File: src/rtl/core_stdout_uart_pkg.sv
// Shared types and helpers for the stdout UART printer.
package core_stdout_uart_pkg;

  // Word formatter states.
  typedef enum logic [1:0] {
    IDLE,
    LOAD,
    SEND
  } fmt_state_e;

  // Byte serializer states.
  typedef enum logic [1:0] {
    S_IDLE,
    S_START,
    S_DATA,
    S_STOP
  } uart_state_e;

  localparam logic [7:0] ASCII_NL = 8'h0A;

  // Nibble to uppercase ASCII hex digit.
  function automatic logic [7:0] hex2ascii(input logic [3:0] n);
    if (n < 4'd10) begin
      return 8'h30 + {4'h0, n};
    end
    return 8'h37 + {4'h0, n};
  endfunction

endpackage

File: src/rtl/core_uart_tx.sv
// 8N1 byte serializer with a registered, glitch-free TX output.
module core_uart_tx
  import core_stdout_uart_pkg::*;
#(
  parameter int unsigned CLKS_PER_BIT = 8
) (
  input  logic       clk_i,
  input  logic       rst_ni,
  input  logic       val_i,
  input  logic [7:0] data_i,
  output logic       rdy_o,
  output logic       tx_o
);

  localparam int unsigned CntW = (CLKS_PER_BIT > 2) ? $clog2(CLKS_PER_BIT) : 1;
  localparam logic [CntW-1:0] CntMax = CntW'(CLKS_PER_BIT - 1);

  uart_state_e     state_q, state_d;
  logic [CntW-1:0] cnt_q, cnt_d;
  logic [2:0]      bit_q, bit_d;
  logic [7:0]      sh_q, sh_d;
  logic            tx_q, tx_d;

  // State registers; reset forces the line idle-high at once.
  always_ff @(posedge clk_i or negedge rst_ni) begin
    if (!rst_ni) begin
      state_q <= S_IDLE;
      cnt_q   <= '0;
      bit_q   <= '0;
      sh_q    <= '0;
      tx_q    <= 1'b1;
    end else begin
      state_q <= state_d;
      cnt_q   <= cnt_d;
      bit_q   <= bit_d;
      sh_q    <= sh_d;
      tx_q    <= tx_d;
    end
  end

  // Next-state: each state/bit lasts CLKS_PER_BIT cycles; tx_d is the next line level.
  always_comb begin
    state_d = state_q;
    cnt_d   = cnt_q;
    bit_d   = bit_q;
    sh_d    = sh_q;
    tx_d    = tx_q;
    unique case (state_q)
      S_IDLE: begin
        if (val_i) begin
          state_d = S_START;
          cnt_d   = CntMax;
          sh_d    = data_i;
          tx_d    = 1'b0;
        end
      end
      S_START: begin
        if (cnt_q == '0) begin
          state_d = S_DATA;
          cnt_d   = CntMax;
          bit_d   = 3'd0;
          tx_d    = sh_q[0];
        end else begin
          cnt_d = cnt_q - 1'b1;
        end
      end
      S_DATA: begin
        if (cnt_q == '0) begin
          cnt_d = CntMax;
          if (bit_q == 3'd7) begin
            state_d = S_STOP;
            tx_d    = 1'b1;
          end else begin
            bit_d = bit_q + 3'd1;
            sh_d  = {1'b0, sh_q[7:1]};
            tx_d  = sh_q[1];
          end
        end else begin
          cnt_d = cnt_q - 1'b1;
        end
      end
      S_STOP: begin
        if (cnt_q == '0) begin
          state_d = S_IDLE;
        end else begin
          cnt_d = cnt_q - 1'b1;
        end
      end
      default: state_d = S_IDLE;
    endcase
  end

  assign rdy_o = (state_q == S_IDLE);
  assign tx_o  = tx_q;

endmodule

File: src/rtl/core_stdout_uart.sv
// Buffers 16-bit stdout words and prints each as "HHHH\n" over an 8N1 UART.
module core_stdout_uart
  import core_stdout_uart_pkg::*;
#(
  parameter int unsigned CLK_HZ     = 50_000_000,
  parameter int unsigned BAUD       = 115_200,
  parameter int unsigned FIFO_DEPTH = 4
) (
  input  logic        clk_i,
  input  logic        rst_ni,
  input  logic        stdout_val_i,
  output logic        stdout_rdy_o,
  input  logic [15:0] stdout_data_i,
  output logic        tx_o,
  output logic        busy_o
);

  localparam int unsigned CLKS_PER_BIT = CLK_HZ / BAUD;
  localparam int unsigned PtrW = $clog2(FIFO_DEPTH);
  localparam logic [PtrW:0] FullCnt = (PtrW + 1)'(FIFO_DEPTH);

  logic [15:0]     mem_q [FIFO_DEPTH];
  logic [PtrW-1:0] wptr_q, wptr_d, rptr_q, rptr_d;
  logic [PtrW:0]   cnt_q, cnt_d;
  logic            push, pop;

  fmt_state_e  fmt_q, fmt_d;
  logic [2:0]  idx_q, idx_d;
  logic [15:0] word_q, word_d;
  logic [7:0]  chr;
  logic        ser_val, ser_rdy;

  // rdy depends only on the registered count, never on val.
  assign stdout_rdy_o = (cnt_q != FullCnt);
  assign push         = stdout_val_i && stdout_rdy_o;
  assign busy_o       = (cnt_q != '0) || (fmt_q != IDLE);

  // FIFO storage; contents need no reset since cnt_q gates every read.
  always_ff @(posedge clk_i) begin
    if (push) begin
      mem_q[wptr_q] <= stdout_data_i;
    end
  end

  // Pointer, count and formatter registers.
  always_ff @(posedge clk_i or negedge rst_ni) begin
    if (!rst_ni) begin
      wptr_q <= '0;
      rptr_q <= '0;
      cnt_q  <= '0;
      fmt_q  <= IDLE;
      idx_q  <= '0;
      word_q <= '0;
    end else begin
      wptr_q <= wptr_d;
      rptr_q <= rptr_d;
      cnt_q  <= cnt_d;
      fmt_q  <= fmt_d;
      idx_q  <= idx_d;
      word_q <= word_d;
    end
  end

  // FIFO bookkeeping; pointers wrap naturally at the power-of-two depth.
  always_comb begin
    wptr_d = push ? wptr_q + 1'b1 : wptr_q;
    rptr_d = pop ? rptr_q + 1'b1 : rptr_q;
    cnt_d  = cnt_q;
    unique case ({push, pop})
      2'b10:   cnt_d = cnt_q + 1'b1;
      2'b01:   cnt_d = cnt_q - 1'b1;
      default: cnt_d = cnt_q;
    endcase
  end

  // Formatter: pop a word, then feed four hex digits and a newline to the serializer.
  always_comb begin
    fmt_d   = fmt_q;
    idx_d   = idx_q;
    word_d  = word_q;
    pop     = 1'b0;
    ser_val = 1'b0;
    unique case (fmt_q)
      IDLE: begin
        if (cnt_q != '0) begin
          pop    = 1'b1;
          word_d = mem_q[rptr_q];
          idx_d  = 3'd0;
          fmt_d  = LOAD;
        end
      end
      LOAD: begin
        ser_val = 1'b1;
        fmt_d   = SEND;
      end
      SEND: begin
        if (ser_rdy) begin
          if (idx_q < 3'd4) begin
            idx_d = idx_q + 3'd1;
            fmt_d = LOAD;
          end else if (cnt_q != '0) begin
            // Chain straight into the next word to keep the line gap short.
            pop    = 1'b1;
            word_d = mem_q[rptr_q];
            idx_d  = 3'd0;
            fmt_d  = LOAD;
          end else begin
            fmt_d = IDLE;
          end
        end
      end
      default: fmt_d = IDLE;
    endcase
  end

  // Character select for the current index.
  always_comb begin
    chr = ASCII_NL;
    unique case (idx_q)
      3'd0:    chr = hex2ascii(word_q[15:12]);
      3'd1:    chr = hex2ascii(word_q[11:8]);
      3'd2:    chr = hex2ascii(word_q[7:4]);
      3'd3:    chr = hex2ascii(word_q[3:0]);
      default: chr = ASCII_NL;
    endcase
  end

  core_uart_tx #(
    .CLKS_PER_BIT(CLKS_PER_BIT)
  ) u_tx (
    .clk_i (clk_i),
    .rst_ni(rst_ni),
    .val_i (ser_val),
    .data_i(chr),
    .rdy_o (ser_rdy),
    .tx_o  (tx_o)
  );

endmodule

File: config.mk
export PLATFORM = sky130hd
export DESIGN_NAME = core_stdout_uart
export DESIGN_NICKNAME = d
export VERILOG_FILES = /design/src/rtl/core_stdout_uart_pkg.sv /design/src/rtl/core_uart_tx.sv /design/src/rtl/core_stdout_uart.sv
export SDC_FILE = /design/constraint.sdc
export NUM_CORES = 1
export LEC_CHECK = 0
export BUFFER_PORTS_ARGS = -buffer_cell sky130_fd_sc_hd__buf_4
export CORE_MARGIN = 2
export CORE_UTILIZATION = 36
export CTS_BUF_LIST = sky130_fd_sc_hd__clkbuf_4
export CTS_CLUSTER_SIZE = 14
export DETAILED_ROUTE_END_ITERATION = 8
export GPL_TIMING_DRIVEN = 0
export PLACE_DENSITY = 0.6
export REMOVE_ABC_BUFFERS = 1
export SKIP_LAST_GASP = 1
export SYNTH_ARGS = -nofsm -noshare
export SYNTH_HDL_FRONTEND = slang
export SYNTH_SLANG_ARGS = --single-unit
export TNS_END_PERCENT = 1
File: constraint.sdc
create_clock -name clk_i -period 2.5 [get_ports clk_i]
set_input_delay 0.375 -clock clk_i [delete_from_list [all_inputs] [get_ports clk_i]]
set_output_delay 0.375 -clock clk_i [all_outputs]
set_load 0.1 [all_outputs]
Yosys cells after proc, flatten, opt, wreduce, memory -nomap -nowiden
Memory sizes are Yosys's and may differ from the RTL's.
Cells that the tools add are included.
{"block": "op_classes", "addsub": 15, "n_lt_le_gt_ge": 5, "eq_ne": 22, "n_mux": 61, "reduce_logical": 22}
{"cell": "8-bit 2-to-1 mux", "count": 11}
{"cell": "6-bit by 4-bit adder with 7-bit output, first input constant", "count": 8}
{"cell": "16-bit 2-to-1 mux", "count": 3}
{"cell": "16-bit one-hot mux with 2 select lines", "count": 1}
{"cell": "8-bit one-hot mux with 4 select lines", "count": 1}
{"cell": "9-bit 2-to-1 mux", "count": 3}
{"cell": "9-bit one-hot mux with 3 select lines", "count": 1}
{"cell": "1-bit 2-to-1 mux", "count": 20}
{"cell": "3-bit 2-to-1 mux", "count": 6}
{"cell": "3-bit one-hot mux with 2 select lines", "count": 3}
{"cell": "4-bit less-than comparator, second input constant", "count": 4}
{"cell": "8-bit one-hot mux with 2 select lines", "count": 1}
{"cell": "2-bit 2-to-1 mux", "count": 7}
{"cell": "2-bit != test, second input constant", "count": 6}
{"cell": "4-bit AND reduction", "count": 3}
{"cell": "2-bit nonzero test", "count": 5}
{"cell": "3-bit by 1-bit adder with 3-bit output, second input constant", "count": 3}
{"cell": "9-bit zero test", "count": 1}
{"cell": "9-bit by 1-bit subtractor with 9-bit output, second input constant", "count": 1}
{"cell": "2-bit equality test, second input constant", "count": 4}
{"cell": "2-bit by 1-bit != test with 1-bit output, second input constant", "count": 4}
{"cell": "2-bit one-hot mux with 4 select lines", "count": 1}
{"cell": "2-bit by 1-bit equality test with 1-bit output, second input constant", "count": 3}
{"cell": "3-bit by 2-bit equality test with 1-bit output, second input constant", "count": 2}
{"cell": "other kinds (18)", "count": 23}
{"block": "word_totals", "ff_bits": 51, "mem_bits_rw": 64, "in_bits": 19, "output_inout_bits": 3, "wordCells": 137, "n_memories": 1}
{"name": "mem_q", "depth": 4, "word_bits": 16, "rd": 1, "rd_clocked_by_memory_dff": 0, "wr": 1, "line_no": "core_stdout_uart.sv:22", "source": "logic [15:0] mem_q [FIFO_DEPTH];"}

Depth between registers and ports, before layout
{"block": "depth", "depth_word": 7, "ltp_mapped": 13, "depth_no_buf": 11}

Cells and area by module
Synthesis repeated with hierarchy kept, for this count alone.
{"block": "unflattened", "cells_unflattened": 407, "area_unflattened_um2": 5439.0}
{"module": "core_stdout_uart", "instances": 1, "cells_each": 279, "area_each_um2": 4102.7, "seq_area_each_um2": 2622.5}
{"module": "core_uart_tx", "instances": 1, "cells_each": 128, "area_each_um2": 1336.3, "seq_area_each_um2": 576.8}

Worst setup path before layout
OpenSTA, ideal clock, no wires.
{"block": "synth_path", "kind": "register to register", "startpoint": "register cnt_q[0]", "endpoint": "register cnt_q[2]", "setup_ns": 0.079, "arrival_ns": 2.845, "setup_slack_ns": -0.425, "stages_incl_launch_ff": 11, "n_path_buf": 0, "synth_period_minus_slack_ns": 2.925, "path_cell_list": "dfrtp_1 inv_1 nand3_1 and2_1 inv_1 ha_1 inv_1 fa_1 xor2_1 nor2_1 xor2_1"}
{"block": "synth_between", "elab_cells_between_ends": 13, "classes_between": "add/sub: 2; eq/ne: 3; mux: 5; reduce/logical: 3"}
{"item": "from (decl)", "line_no": "core_stdout_uart.sv:24", "source": "logic [PtrW:0] cnt_q, cnt_d;"}
{"item": "from (signal assigned)", "line_no": "core_stdout_uart.sv:57", "source": "cnt_q <= cnt_d;"}
{"item": "3-bit != test *", "line_no": "core_stdout_uart.sv:34", "source": "assign stdout_rdy_o = (cnt_q != FullCnt);"}
{"item": "net stdout_rdy_o", "line_no": "core_stdout_uart.sv:12", "source": "output logic stdout_rdy_o,"}
{"item": "1-bit logical AND *", "line_no": "core_stdout_uart.sv:35", "source": "assign push = stdout_val_i && stdout_rdy_o;"}
{"item": "2-bit by 1-bit equality test with 1-bit output / 2-bit equality test (equally long branches)", "line_no": "core_stdout_uart.sv:69", "source": "unique case ({push, pop})"}
{"item": "3-bit one-hot mux with 2 select lines / 2-bit nonzero test (equally long branches)"}
Mark *: on every way through the listed nets, which the timed path passes. The rest lies on a longest branch.
A chain may end at the register's enable or synchronous reset.

Worst setup path after layout
{"block": "layout_path", "startpoint": "register u_tx.state_q[0]", "endpoint": "register cnt_q[2]"}
{"block": "layout_between", "elab_chain_cells": 5, "elab_cells_between_ends": 7, "classes_between": "eq/ne: 2; mux: 3; reduce/logical: 2"}
{"item": "from (decl)", "line_no": "core_uart_tx.sv:18", "source": "uart_state_e state_q, state_d;"}
{"item": "from (signal assigned)", "line_no": "core_uart_tx.sv:33", "source": "state_q <= state_d;"}
{"item": "2-bit zero test *", "line_no": "core_uart_tx.sv:93", "source": "assign rdy_o = (state_q == S_IDLE);"}
{"item": "1-bit 2-to-1 mux *", "line_no": "core_stdout_uart.sv:97", "source": "if (ser_rdy) begin"}
{"item": "1-bit one-hot mux with 2 select lines *", "line_no": "core_stdout_uart.sv:83", "source": "unique case (fmt_q)"}
{"item": "2-bit by 1-bit equality test with 1-bit output / 2-bit equality test (equally long branches)", "line_no": "core_stdout_uart.sv:69"}
{"item": "3-bit one-hot mux with 2 select lines / 2-bit nonzero test (equally long branches)"}
Every way passes the cells marked *; elsewhere a longest branch is shown, timed or not.

==> summary.md <==
| Metric | Value |
|---|---|
| Clk_lat worst skew | `0.52 ns` |
| Drt total wl | `roughly 9900 µm` |
| Psw | `about 3.1 mW` |
| Core Box Area | `14600 µm²` |
| EDFF count, synth | `between 60 and 70` |
| CTS tree | `built` |
| Clock-pin slew on the worst setup and hold paths | `roughly 0.12 ns` |
| Syn. warnings | `0` |
| Row cnt | `44` |
| GRT overflow | `0` |
| Status | `finished clean` |
| Port buffer count | `21` |
| Slew @ Worst Pin | `about 1.1 ns` |
| Initial DRC Count | `between 150 and 200` |
| Final hold viol count | `0` |
| Via/cell ratio | `about 5.1` |
| Gr busiest metal | `met2` |
| Reg2Reg Launch Point | `u_tx.state_q[0]` |
| CTS Buffer Depth | `2` |
| VDD IR-drop max | `just over 0.6 mV` |
| Clk root buf | `clkbuf_4` |
| Layout Skew | `about 0.025 ns` |
| Clock network power share | `0.162` |
| Required @ worst endpoint | `approximately 3 ns` |
| Critical path origin | `u_tx.state_q[0]` |
| Global Route Usage Sum | `0.131` |
| Reg power frac | `0.417` |
| Worst R2R Path Depth | `11` |
| Share of cells above drive strength 1 | `0.193` |
| Final period util | `0.991` |
| Max Freq | `404 MHz` |
| Io pins | `22` |
| Setup TNS | `0 ns` |
| R2r setup slk | `roughly 0.022 ns` |
| Combinational power share | `0.421` |
| DRC | `0` |
| Synthesized area | `around 5400 µm²` |
| Ant. Diodes | `0` |
| Avg Inst Size Synth | `between 10 and 15 µm²` |
| RSZ-0062 raised after global routing | `yes` |
| Register bit total from synthesis | `roughly 110` |
| Fin nets | `510` |
| Fin crit period | `around 2.5 ns` |
| Die ar. | `roughly 16000 µm²` |
| Final setup viols | `0` |
| Leakage | `around 2.4 nW` |
| Place WS | `-0.474 ns` |
| Hpwl dp | `~6600 µm` |
| Worst hold start | `stdout_data_i[1]` |
| Hold Path Depth | `1` |
| Largest net degree at the start of global routing | `slightly above 50` |
| Drt pass-1 iters | `4` |
| Total CTS buffers | `17` |
| Sequential area share after synthesis | `0.584` |
| Register area | `about 3200 µm²` |
| CTS sink count | `roughly 110` |
| Max Slew Vio Count | `0` |
| Crit Path Max Fanout | `5` |
| Rel. slew slack | `0.248` |
| Layout Area Growth over Synthesis | `12.9%` |
| Met2 Resource Use GR | `0.208` |
| Setup crit start kind | `flip-flop` |
| Worst Path Arrival | `roughly 2.9 ns` |
| H-tree lvl count | `4` |
| PD cells | `~1200 nW/µm²` |
| Total number of vias | `3401` |
| Max-Cap Viols | `0` |
| Die Width | `roughly 130 µm` |
| Initial antenna violation count | `0` |
| Multi-input gate area | `roughly 2100 µm²` |
| Primary flip-flop cell chosen by synthesis mapping | `edfxtp_1` |
| Met3 Use GR | `0.0409` |
| Worst Setup Path Type | `reg -> reg` |
| Met1 Use GR | `0.173` |
| Filler instances | `between 1000 and 1500` |
| Worst setup margin | `between 0.02 and 0.025 ns` |
| Number of global-route vias before repair | `3331` |
| First-pass GRT wire length | `around 16000 µm` |
| Syn Inst Count | `approximately 430` |
| Ys async rst share | `0.439` |
| Internal power | `roughly 4.5 mW` |
| Post-DRT Antenna Nets | `0` |
| Yosys cell types | `between 50 and 60` |
| RD Place Congestion | `around 0.81` |
| Starting density of the core | `0.371` |
| Critical path capture point type | `flip-flop` |
| Hold crit path type | `in -> reg` |
| Wire per inst | `about 15 µm` |
| Die Y | `about 130 µm` |
| Sw Share | `0.412` |
## sequential cells by signal, summed over array words and instances (netlist names)
signal,flops
u_tx.bit_q,3
u_tx.state_q,2
u_tx.sh_q,7
rptr_q,2
idx_q,3
word_q,16
wptr_q,2
cnt_q,3
mem_q,64
fmt_q,2
u_tx.tx_o,1
u_tx.cnt_q,9
## worst paths after layout
path	end
setup reg to reg	cnt_q[2]
max in group asynchronous	wptr_q[0]
hold / removal	mem_q[1][1]
setup / recovery	cnt_q[2]
hold reg to reg	u_tx.sh_q[6]
min in group asynchronous	word_q[6]
## cells in the final DEF, fill, tap and decap left out, drive strengths merged, types with 2 or more instances in the layout
| cell type | n |
|---|---|
| a211oi | 3 |
| nor3 | 8 |
| dfrtp | 49 |
| dlygate4sd3 | 11 |
| clkinvlp | 3 |
| a221o | 3 |
| clkbuf | 17 |
| buf | 23 |
| and4b | 3 |
| a22o | 2 |
| o22ai | 4 |
| nor2 | 22 |
| nand2b | 5 |
| o21ai | 34 |
| a31oi | 6 |
| mux4 | 16 |
| a22oi | 5 |
| xnor2 | 10 |
| o211ai | 2 |
| o22a | 2 |
| or3 | 4 |
| nor2b | 9 |
| ha | 22 |
| nand2 | 43 |
| mux2 | 10 |
| a21oi | 22 |
| nor3b | 2 |
| and2 | 2 |
| edfxtp | 64 |
| and3 | 8 |
| clkinv | 4 |
| a21o | 2 |
| nand3 | 10 |
| inv | 33 |
| xor2 | 3 |
## kinds of logic after synthesis
| group | after synthesis | synth area share |
|---|---|---|
| AO/OA/AOI/OAI | 91 | 0.105 |
| XOR/XNOR | 13 | 0.0210 |
| adder cells (fa/ha/maj) | 23 | 0.0544 |
| buffers and inverters | 37 | 0.0313 |
| flip-flops | 114 | 0.584 |
| multiplexers | 27 | 0.0889 |
| AND/OR/NAND/NOR | 122 | 0.115 |
## power groups by stage
stage	clock [mW]	combinational, mW	sequential (mW)
2_1_floorplan	0	2.45	3.12
3_3_place_gp	0	3.08	3.19
3_5_place_dp	0	3.18	3.24
4_1_cts	1.27	3.23	3.19
5_1_grt	1.36	3.64	3.28
6_report	1.23	3.21	3.18
## synthesized netlist by cell type, types with 9 or more instances
master    count  share of area
a21oi_1      20          0.018
dfrtp_1      49           0.23
edfxtp_1     64           0.35
ha_1         22          0.051
inv_1        25          0.017
mux2_2       10          0.021
mux4_2       16          0.066
nand2_1      43          0.030
nand3_1      10         0.0092
nor2_1       22          0.015
nor2b_1       9          0.010
o21ai_0      33          0.030
xnor2_1      10          0.016
## timing repair
action	in CTS	in global routing
endpoints found under the hold margin	49	33
setup buffers	1	0
resized for setup	2	0
pin swaps	0	0
setup endpoints to repair	7	5
hold buffers	1	10
gates cloned	0	0
## worst max-delay path: stages, from the launching register on
cell and delay (ns):
dfrtp_1 0.43, inv_1 0.13, ha_2 0.24, inv_1 0.10, a21oi_2 0.21, nor3b_4 0.24, ha_1 0.21, inv_1 0.06
fa_1 0.37, xor2_1 0.15, nor2_1 0.12, xor2_1 0.15
## cell type report
class                      instances  share of cell area
clock inverter                    15              0.0198
timing repair buffer              34              0.0467
sequential                       114               0.517
inverter                          25              0.0153
clock buffer                      17              0.0208
multi-input combinational        276               0.342
tap                              184              0.0375
## metal layers
layer	vias to the layer above	share of wire
li1	1671	-
met2	51	0.47
met4	0	0.011
met1	1671	0.48
met3	8	0.033
met5	-	0
## stage by stage
step	hold WS [ns]	util	power [mW]	cells	cell area (µm²)
6_report	0.0555	0.419	7.62	665	6130
5_1_grt	0.00188	0.419	8.28	665	6130
4_1_cts	0.00419	0.412	7.70	655	6030
3_5_place_dp	0.455	0.393	6.41	621	5760
3_3_place_gp	0.445	0.392	6.28	620	5740
2_1_floorplan	0.0794	-	5.57	415	5360
Note: power is estimated with default switching activity, not from simulation.
